===== config.mk =====
export PLATFORM = sky130hd
export DESIGN_NAME = muldiv_unit
export DESIGN_NICKNAME = d
export VERILOG_FILES = /design/src/rtl/rv32ima_pkg.sv /design/src/rtl/muldiv_unit.sv
export SDC_FILE = /design/constraint.sdc
export NUM_CORES = 1
export LEC_CHECK = 0
export BUFFER_PORTS_ARGS = -buffer_cell sky130_fd_sc_hd__buf_2
export CAP_MARGIN = 20
export CORE_MARGIN = 2
export CORE_UTILIZATION = 45
export CTS_CLUSTER_SIZE = 30
export DETAILED_ROUTE_END_ITERATION = 8
export PLACE_DENSITY = 0.62
export SYNTH_ARGS = -nofsm -noshare
export SYNTH_HDL_FRONTEND = slang
export SYNTH_SLANG_ARGS = --single-unit
export TNS_END_PERCENT = 1

===== constraint.sdc =====
create_clock -name clk -period 5.29 [get_ports clk]
set_clock_uncertainty 0.05 [all_clocks]
set_input_delay 0.2645 -clock clk [delete_from_list [all_inputs] [get_ports clk]]
set_output_delay 0.2645 -clock clk [all_outputs]
set_load 0.02 [all_outputs]

===== src/rtl/rv32ima_pkg.sv =====
// Shared RV32 types for the multiply/divide unit: operand words, register tags,
// op encodings and FSM states.
package rv32ima_pkg;

  localparam int unsigned WORD_W       = 32;
  localparam int unsigned REG_W        = 5;
  localparam int unsigned MULDIV_ITERS = 32;

  typedef logic [WORD_W-1:0] word_t;
  typedef logic [REG_W-1:0]  reg_t;

  typedef enum logic [2:0] {
    OP_MUL    = 3'd0,
    OP_MULH   = 3'd1,
    OP_MULHSU = 3'd2,
    OP_MULHU  = 3'd3,
    OP_DIV    = 3'd4,
    OP_DIVU   = 3'd5,
    OP_REM    = 3'd6,
    OP_REMU   = 3'd7
  } muldiv_op_t;

  typedef enum logic [1:0] {
    ST_IDLE = 2'd0,
    ST_BUSY = 2'd1,
    ST_DONE = 2'd2
  } muldiv_state_t;

  // Divide-family op (quotient or remainder).
  function automatic logic is_div(input muldiv_op_t op);
    return op inside {OP_DIV, OP_DIVU, OP_REM, OP_REMU};
  endfunction

  // rs1 is interpreted as two's complement.
  function automatic logic a_signed(input muldiv_op_t op);
    return op inside {OP_MULH, OP_MULHSU, OP_DIV, OP_REM};
  endfunction

  // rs2 is interpreted as two's complement.
  function automatic logic b_signed(input muldiv_op_t op);
    return op inside {OP_MULH, OP_DIV, OP_REM};
  endfunction

endpackage


===== src/rtl/muldiv_unit.sv =====
// Iterative RV32M multiply/divide unit with valid/ready on both sides.
// Optional build macro MULDIV_FAST_MUL_EN: MUL* ops use a single-cycle
// combinational multiply captured at accept; divides stay iterative.
module muldiv_unit
  import rv32ima_pkg::*;
#(
  parameter int unsigned XLEN  = 32,
  parameter int unsigned CNT_W = $clog2(XLEN)
) (
  input  logic       clk,
  input  logic       nrst,
  input  logic       flush,
  input  logic       in_valid,
  output logic       in_ready,
  input  muldiv_op_t in_op,
  input  word_t      in_a,
  input  word_t      in_b,
  input  reg_t       in_rd,
  output logic       out_valid,
  input  logic       out_ready,
  output word_t      out_result,
  output reg_t       out_rd
);

  muldiv_state_t     state_q, state_d;
  muldiv_op_t        op_q, op_d;
  logic              neg_q, neg_d;
  logic [CNT_W-1:0]  cnt_q, cnt_d;
  logic [2*XLEN-1:0] acc_q, acc_d;
  logic [XLEN-1:0]   md_q, md_d;
  word_t             res_q, res_d;
  reg_t              rd_q, rd_d;
  logic              in_ready_q, in_ready_d;
  logic              out_valid_q, out_valid_d;

  logic [XLEN:0]     mul_sum;
  logic [XLEN:0]     div_top;
  logic [XLEN:0]     div_diff;
  logic              div_ge;
  logic [2*XLEN-1:0] step_nx;
  logic [2*XLEN-1:0] prod_fix;
  logic [XLEN-1:0]   quot_fix;
  logic [XLEN-1:0]   rem_fix;
  word_t             fin_res;
  logic              a_neg, b_neg;
  logic [XLEN-1:0]   a_mag, b_mag;
`ifdef MULDIV_FAST_MUL_EN
  logic [2*XLEN-1:0] fast_a, fast_b, fast_prod;
  word_t             fast_res;
`endif

  // One shift-add / restoring-subtract step plus the sign-corrected final result.
  always_comb begin
    mul_sum  = {1'b0, acc_q[2*XLEN-1:XLEN]} + (acc_q[0] ? {1'b0, md_q} : '0);
    div_top  = acc_q[2*XLEN-1:XLEN-1];
    div_ge   = (div_top >= {1'b0, md_q});
    div_diff = div_top - {1'b0, md_q};
    if (is_div(op_q)) begin
      step_nx = div_ge ? {div_diff[XLEN-1:0], acc_q[XLEN-2:0], 1'b1}
                       : {div_top[XLEN-1:0],  acc_q[XLEN-2:0], 1'b0};
    end else begin
      step_nx = {mul_sum, acc_q[XLEN-1:1]};
    end
    prod_fix = neg_q ? -step_nx : step_nx;
    quot_fix = neg_q ? -step_nx[XLEN-1:0] : step_nx[XLEN-1:0];
    rem_fix  = neg_q ? -step_nx[2*XLEN-1:XLEN] : step_nx[2*XLEN-1:XLEN];
    case (op_q)
      OP_MULH, OP_MULHSU, OP_MULHU: fin_res = prod_fix[2*XLEN-1:XLEN];
      OP_DIV, OP_DIVU:              fin_res = quot_fix;
      OP_REM, OP_REMU:              fin_res = rem_fix;
      default:                      fin_res = prod_fix[XLEN-1:0];
    endcase
  end

  // Operand magnitudes at accept; signed ops work on |a| and |b|.
  always_comb begin
    a_neg = a_signed(in_op) & in_a[XLEN-1];
    b_neg = b_signed(in_op) & in_b[XLEN-1];
    a_mag = a_neg ? -in_a : in_a;
    b_mag = b_neg ? -in_b : in_b;
  end

`ifdef MULDIV_FAST_MUL_EN
  // Single-cycle product of the sign/zero-extended operands.
  always_comb begin
    fast_a    = a_signed(in_op) ? {{XLEN{in_a[XLEN-1]}}, in_a} : {{XLEN{1'b0}}, in_a};
    fast_b    = b_signed(in_op) ? {{XLEN{in_b[XLEN-1]}}, in_b} : {{XLEN{1'b0}}, in_b};
    fast_prod = fast_a * fast_b;
    fast_res  = (in_op == OP_MUL) ? fast_prod[XLEN-1:0] : fast_prod[2*XLEN-1:XLEN];
  end
`endif

  // Next-state and datapath update.
  always_comb begin
    state_d = state_q;
    op_d    = op_q;
    neg_d   = neg_q;
    cnt_d   = cnt_q;
    acc_d   = acc_q;
    md_d    = md_q;
    res_d   = res_q;
    rd_d    = rd_q;
    case (state_q)
      ST_IDLE: begin
        if (in_valid) begin
          op_d  = in_op;
          rd_d  = in_rd;
          neg_d = (in_op inside {OP_REM, OP_REMU}) ? a_neg : (a_neg ^ b_neg);
          cnt_d = CNT_W'(XLEN - 1);
          acc_d = {{XLEN{1'b0}}, a_mag};
          md_d  = b_mag;
          if (is_div(in_op) && (in_b == '0)) begin
            res_d   = (in_op inside {OP_DIV, OP_DIVU}) ? '1 : in_a;
            state_d = ST_DONE;
          end else if ((in_op inside {OP_DIV, OP_REM}) &&
                       (in_a == {1'b1, {(XLEN-1){1'b0}}}) && (in_b == '1)) begin
            res_d   = (in_op == OP_DIV) ? in_a : '0;
            state_d = ST_DONE;
`ifdef MULDIV_FAST_MUL_EN
          end else if (!is_div(in_op)) begin
            res_d   = fast_res;
            state_d = ST_DONE;
`endif
          end else begin
            state_d = ST_BUSY;
          end
        end
      end
      ST_BUSY: begin
        acc_d = step_nx;
        if (cnt_q == '0) begin
          res_d   = fin_res;
          state_d = ST_DONE;
        end else begin
          cnt_d = cnt_q - CNT_W'(1);
        end
      end
      ST_DONE: begin
        if (out_ready) state_d = ST_IDLE;
      end
      default: state_d = ST_IDLE;
    endcase
    if (flush) state_d = ST_IDLE;
    in_ready_d  = (state_d == ST_IDLE);
    out_valid_d = (state_d == ST_DONE);
  end

  // State and datapath registers.
  always_ff @(posedge clk or negedge nrst) begin
    if (!nrst) begin
      state_q     <= ST_IDLE;
      op_q        <= OP_MUL;
      neg_q       <= 1'b0;
      cnt_q       <= '0;
      acc_q       <= '0;
      md_q        <= '0;
      res_q       <= '0;
      rd_q        <= '0;
      in_ready_q  <= 1'b1;
      out_valid_q <= 1'b0;
    end else begin
      state_q     <= state_d;
      op_q        <= op_d;
      neg_q       <= neg_d;
      cnt_q       <= cnt_d;
      acc_q       <= acc_d;
      md_q        <= md_d;
      res_q       <= res_d;
      rd_q        <= rd_d;
      in_ready_q  <= in_ready_d;
      out_valid_q <= out_valid_d;
    end
  end

  assign in_ready   = in_ready_q;
  assign out_valid  = out_valid_q;
  assign out_result = res_q;
  assign out_rd     = rd_q;

endmodule


==> results.md, run 1 <==
- Outcome: finished clean
- Avg Synthesized Cell Area: 7.37 um^2
- Number of fill cells in the layout: 3328
- Syn Inst Count: ~2100
- Nets: around 2400
- Die Wd: 189 um
- Slew @ Worst Pin: roughly 1.0 ns
- Final setup viols: 0
- Clk slew on worst S/H paths: 0.07 ns
- Layout Cells excl Fill: 2695
- Register Area: about 0.0037 mm^2
- TritonCTS Buffers: 17
- Share of cells above drive strength 1: 0.153
- Vias in the first global route: 16168
- Synth Net Count: 2243
- Setup Buffers After CTS: 0
- Final Util: 0.529
- Largest area contributor in the synthesized netlist: dfrtp_1
- CTS max path bufs: 2
- Io pins: 116
- Seq/Total Area, Yosys: 0.237
- Area Overhead vs Synth: 15.4%
- Synth area leaders: dfrtp_1 24%, o21ai_0 6.8%, nand2_1 6.7%, a21oi_1 6.0%, ha_1 5.7%
- Critical path class: flop to flop
- Final worst path period need: a little over 5 ns
- Core ar.: 0.0336 mm^2
- Setup TNS: 0 ns
- Slowest stage cell, crit path: or4b_4
- Antenna Cells: 0
- Crit path launch type: flop
- Max-slew headroom at the worst pin: 0.314
- CP arrival: between 5 and 6 ns
- Initial antenna violation count: 5
- Clk_lat worst skew: about 0.47 ns
- DR DRC count: 0
- Crit-path most repeated cell: inv_1
- FFs w/ async S/R, synth: 1.00
- Final hold violation count: 0
- Final period utilization: 0.968
- First-pass GRT wire length: 99.8 mm
- Hold Startpoint: in_op[1]
- Largest net degree at the start of global routing: 83
- Clock Tree Root: clkbuf_16
- Area of the multi-input gates: roughly 0.011 mm^2
- CP delay by family, top: compound AO/OA/AOI/OAI gates
- Cells after DPL: about 2700
- Fmax: 195 MHz
- Crit. End Element: flop
- Starting DRT DRC Count: 1978
- CP max stage delay: 0.56 ns
- CP max FO: 5
- R2R setup slack: 0.17 ns
- Initial Util: 0.459
- Flops & latches, synth: 146
- Vias per cell: 6.48
- Lkg Pwr: 7.40 nW
- Die height: 189 um
- CTS H-tree depth: 4
- Pins over their slew limit: 0
- Worst Hold Class: input port to flop
- Mapped Area: approximately 0.015 mm^2
- Cell Chain, Critical Path: inv_1 -> ha_1 -> inv_1 -> fa_1 -> a21o_1 -> a221o_1 -> nand2b_1 -> o21a_1 -> xor2_2 -> o211ai_1 -> and3_4 -> or4b_4 -> or3_4 -> o41ai_2 -> xnor2_1 -> o221ai_2 -> o311ai_1
- Ys flop type: dfrtp_1
- Total power: between 7 and 8 mW
- Reg2reg start: acc_q[31]$_DFFE_PN0P_
- Cell variety after synth: 97
- RR Endpoint: out_result[25]$_DFFE_PN0P_
- MaxCap Viol Count: 0
- Wirelength, routed: 66.4 mm
- Worst path bufs/invs: 2
- Peak supply drop: 0.272 mV
- Total GRT Usage: 0.369
- GR Overflow Total: 0
- Synth top area share: 0.235
- RSZ-0062 raised after global routing: true
- Buffers on Ports: between 100 and 150
- ANT nets after route: 0
- Rows: 67
- Die area: 0.0358 mm^2
- CTS Sinks: 146
- Hold path depth: 3
- Power Density: ~430 mW/mm^2
- Routed len/inst: 24.7 um
- Number of synthesized flops with an enable pin: 0
- Vias: 17461
- Crit path required time: roughly 5.6 ns
- Hpwl dp: 51.7 mm
- TritonCTS clock tree: yes
- FF-to-FF path depth: 17
- RD Place Congestion: approximately 0.96
- DRT Pass-1 Iters: 6
- Hold Crit Endpoint: op_q[1]$_DFFE_PN0P_
- Ys Warns: 0
-- registers in the layout (all words and copies together) (netlist names), 2 cells and up --
register	count
acc_q	64
cnt_q	5
md_q	32
op_q	3
out_rd	5
out_result	32
state_q	2
-- layer usage --
layer	track usage	part of all wire	vias up
met2	0.545	0.43	919
met4	0.146	0.035	6
met3	0.0793	0.099	134
met1	0.521	0.44	8455
li1	-	-	7947
met5	0	0.00051	-
-- logic make-up (layout without fill, tap and decap cells) --
kind of cell | after synthesis | count (layout) | share of synthesized area
AOI/OAI and AO/OA | 718 | 718 | 0.301
xor gates and xnor gates | 163 | 163 | 0.0925
buffers and inverters | 207 | 360 | 0.0537
adders and majority gates | 72 | 72 | 0.0594
muxes | 48 | 48 | 0.0320
DFF | 146 | 146 | 0.237
and+or+nand+nor | 740 | 740 | 0.224
-- synthesized netlist by cell type, drive strengths merged, types with 21 or more instances --
library cell    n
xor2           78
o31ai          33
nand2         274
a31oi          33
buf            35
nor2          187
nand3          41
nand2b         21
inv            78
xnor2          85
nand4          38
a22o           23
dfrtp         145
a21oi         190
a211oi         24
ha             70
clkbuf         94
mux2i          37
o21ai         220
nor3           56
-- where the power goes --
part           internal [mW]  total [mW]  switching, mW
clock                  0.738        1.32          0.585
combinational           1.80        4.86           3.06
sequential              1.29        1.53          0.239
total                   3.82        7.71           3.89
-- cell type report --
cell class                      instances  area share
Sequential cell                       146       0.206
Inverter                               78      0.0165
Clock buffer                           22      0.0266
Tap cell                              448      0.0315
Multi-Input combinational cell       1741       0.621
Timing Repair Buffer                  250      0.0922
Clock inverter                         10     0.00689
-- what timing repair did --
| item | 4_1_cts | 5_1_grt |
|---|---|---|
| hold buffers | 8 | 0 |
| resized for setup | 1 | 8 |
| setup endpoints to repair | 1 | 15 |
| endpoints found under the hold margin | 88 | 0 |
| pin swaps | 0 | 1 |
-- metrics by stage --
stage               worst slack, ns  cell area (um^2)  hold slack, ns
finish                        0.171             17800          0.0385
global route                -0.0184             17800          0.0502
detailed placement           0.0305             17100           0.359
floorplan                    0.0808             15400         -0.0811
global placement            -0.0261             17100           0.368
CTS                           0.203             17700          0.0256
-- worst reg2reg max path, cell delays in order, from the launching register on --
cell and delay, ns:
dfrtp_1 0.51, inv_1 0.16, ha_1 0.24, inv_1 0.07, fa_1 0.46, a21o_1 0.22, a221o_1 0.42, nand2b_1 0.15
o21a_1 0.25, xor2_2 0.26, o211ai_1 0.17, and3_4 0.26, or4b_4 0.56, or3_4 0.41, o41ai_2 0.37, xnor2_1 0.13
o221ai_2 0.19, o311ai_1 0.11
-- layout by cell type (no fill, tap or decap), types with 16 or more instances in the layout --
master / netlist / routed
or3_1: 16 / 16
nand2_1: 274 / 274
buf_2: 23 / 115
a211oi_1: 24 / 24
o211ai_1: 19 / 19
a31oi_1: 32 / 32
a21o_1: 20 / 20
ha_1: 70 / 68
dfrtp_1: 145 / 143
nor3_1: 56 / 56
inv_1: 78 / 77
clkbuf_16: 0 / 17
xnor2_1: 85 / 85
o31ai_1: 33 / 33
nor2_1: 187 / 185
nand3_1: 41 / 41
o21ai_0: 211 / 209
and3_1: 16 / 16
nand4_1: 38 / 38
buf_4: 2 / 123
a21oi_1: 184 / 183
mux2i_1: 37 / 37
xor2_1: 78 / 77
nand2b_1: 21 / 19
a22o_1: 23 / 23
-- worst max path at each step --
stage	startpoint	to	cells past startpoint
finish	acc_q[31]$_DFFE_PN0P_	out_result[25]$_DFFE_PN0P_	17
detailed placement	md_q[10]$_DFFE_PN0P_	out_result[29]$_DFFE_PN0P_	17
floorplan	op_q[2]$_DFFE_PN0P_	out_result[22]$_DFFE_PN0P_	20
global route	acc_q[31]$_DFFE_PN0P_	out_result[21]$_DFFE_PN0P_	17
CTS	acc_q[31]$_DFFE_PN0P_	out_result[29]$_DFFE_PN0P_	19
global placement	acc_q[39]$_DFFE_PN0P_	out_result[29]$_DFFE_PN0P_	16
Power figures use the tool's default switching activity.
==> run 2: changes to the inputs <==
--- a/config.mk
+++ b/config.mk
@@ -7,11 +7,12 @@
 export LEC_CHECK = 0
 export BUFFER_PORTS_ARGS = -buffer_cell sky130_fd_sc_hd__buf_2
 export CAP_MARGIN = 20
-export CORE_MARGIN = 2
+export CORE_MARGIN = 5
 export CORE_UTILIZATION = 45
 export CTS_CLUSTER_SIZE = 30
 export DETAILED_ROUTE_END_ITERATION = 8
 export PLACE_DENSITY = 0.62
+export REMOVE_ABC_BUFFERS = 1
 export SYNTH_ARGS = -nofsm -noshare
 export SYNTH_HDL_FRONTEND = slang
 export SYNTH_SLANG_ARGS = --single-unit
==> run 2 against run 1 <==
Net effect: clock power down 8%; total power is 4.1% lower; sequential share of layout area grew 0.27 points; critical path type unchanged; highest routed layer is now met4.
==> results.md, run 2 (same netlist as run 1, synthesis figures left out) <==
- Routed len/inst: approximately 23 um
- Area Overhead vs Synth: 13.8%
- Crit path launch type: flop
- Crit path required time: between 5 and 6 ns
- Reg power frac: 0.207
- Sw power: 3.77 mW
- DR DRC count: 0
- Layout Cells excl Fill: between 2000 and 3000
- CP arrival: 5.39 ns
- CTS Sinks: 146
- Most common cell after layout, fill and taps aside: nand2_1
- Die height: 195 um
- Share of cells above drive strength 1: 0.143
- Power Density: around 420 mW/mm^2
- Initial Util: 0.458
- MaxCap Viol Count: 0
- Critical path class: flop to flop
- Io pins: about 120
- Die Wd: 195 um
- Wirelength, routed: 62.7 mm
- CTS H-tree depth: 4
- Cell Area, Placed: approximately 0.017 mm^2
- CTS max path bufs: 2
- CP max FO: 20
- GR Overflow Total: 0
- Worst Hold Class: input port to flop
- Nets: 2358
- Fmax: 198 MHz
- Final instance area: 0.0176 mm^2
- Vias: 17126
- Lkg Pwr: between 7 and 8 nW
- Max reg flops: between 60 and 70
- Slew @ Worst Pin: approximately 1.1 ns
- Starting DRT DRC Count: 1745
- Hpwl dp: 48.1 mm
- Vias in the first global route: ~16000
- First-pass GRT wire length: 96.4 mm
- Core ar.: 0.0337 mm^2
- Clock share of power: 0.163
- Most frequent cells in the layout: 274 x nand2_1, 209 x o21ai_0, 185 x nor2_1
- Buffers on Ports: 115
- Switching share of total power: 0.510
- Clk_lat worst skew: 0.47 ns
- Final period utilization: 0.955
- TritonCTS clock tree: yes
- Max-slew headroom at the worst pin: 0.278
- Vias per cell: 6.41
- Cells after DPL: ~2600
- Comb power frac: 0.630
- RD Place Congestion: about 1.0
- Top reg by flops: acc_q
- Clk slew on worst S/H paths: 0.07 ns
- Initial antenna violation count: 2
- Antenna Cells: 0
- Largest net degree at the start of global routing: 105
- Final worst path period need: 5.05 ns
- ANT nets after route: 0
- Int Pwr: approximately 3.6 mW
- Outcome: finished clean
- Rows: 67
- Peak supply drop: between 0.2 and 0.3 mV
- DRT Pass-1 Iters: 6
- Crit. End Element: flop
- Total GRT Usage: 0.321
- RSZ-0062 raised after global routing: false
- Clock Tree Root: clkbuf_16
- Die area: 0.0381 mm^2
- Setup TNS: 0 ns
- Total power: 7.39 mW
- TritonCTS Buffers: 17
- Final hold violation count: 0
- Pins over their slew limit: 0
- Final setup viols: 0
-- run 2: metrics by stage --
step / util / hold WS (ns) / worst slack (ns)
after global routing: 0.521 / 0.0439 / 0.0361
after global placement: 0.499 / 0.403 / -0.0105
after floorplan: - / -0.0811 / -1.66
after CTS: 0.518 / 0.0110 / -0.0180
final: 0.521 / 0.0269 / 0.239
after detailed placement: 0.499 / 0.408 / -0.0504
-- run 2: repair_timing --
| action | 4_1_cts | 5_1_grt |
|---|---|---|
| endpoints found under the setup margin | 2 | 12 |
| gates resized for setup | 1 | 7 |
| pin swaps | 0 | 1 |
| hold endpoints to repair | 111 | 0 |
| hold buffers | 8 | 0 |
| buffers inserted | 0 | 4 |
-- run 2: final cells by class --
class | instances | area, um^2
clock buffer | 20 | 457
clock inverter | 12 | 96.3
fill | 3361 | 16100
inverter | 78 | 297
multi-input combinational | 1741 | 11000
sequential | 146 | 3660
tap | 448 | 561
timing repair buffer | 225 | 1460
-- run 2: worst paths after layout --
path	from	to	slack (ns)	depth (start not counted)
worst max-delay path	acc_q[39]$_DFFE_PN0P_	out_result[21]$_DFFE_PN0P_	0.24	14
worst min-delay path	in_op[1]	op_q[1]$_DFFE_PN0P_	0.03	3
worst max register to register	acc_q[39]$_DFFE_PN0P_	out_result[21]$_DFFE_PN0P_	0.24	14
worst min register to register	md_q[8]$_DFFE_PN0P_	md_q[8]$_DFFE_PN0P_	0.43	2
max in group asynchronous	nrst	acc_q[39]$_DFFE_PN0P_	3.51	4
min in group asynchronous	nrst	out_rd[0]$_DFFE_PN0P_	0.28	2
-- run 2: critical path, cell delays in order, from the launching register on --
cell and delay, ns:
dfrtp_1 0.45, ha_1 0.53, nand4_1 0.30, nor4_4 0.39, nand3_1 0.19, and3_1 0.25
buf_4 0.25, a2111oi_1 0.50, nor2_1 0.20, or4b_4 0.57, or3_4 0.42, or2_1 0.27
a211oi_1 0.28, o21ai_1 0.13, a31oi_1 0.20
-- run 2: power by group through the flow --
stage,logic (mW),clock network (mW),registers (mW)
2_1_floorplan,2.90,0,1.50
3_3_place_gp,4.47,0,1.53
3_5_place_dp,4.48,0,1.54
4_1_cts,4.51,1.22,1.52
5_1_grt,5.02,1.26,1.55
6_report,4.66,1.21,1.53
-- run 2: per-layer routing --
layer	up-vias	wire length (um)	GRT usage
met5	-	0	0
met4	0	2990	0.145
met3	178	5870	0.0667
met2	923	26600	0.477
met1	8119	27200	0.449
li1	7906	-	-
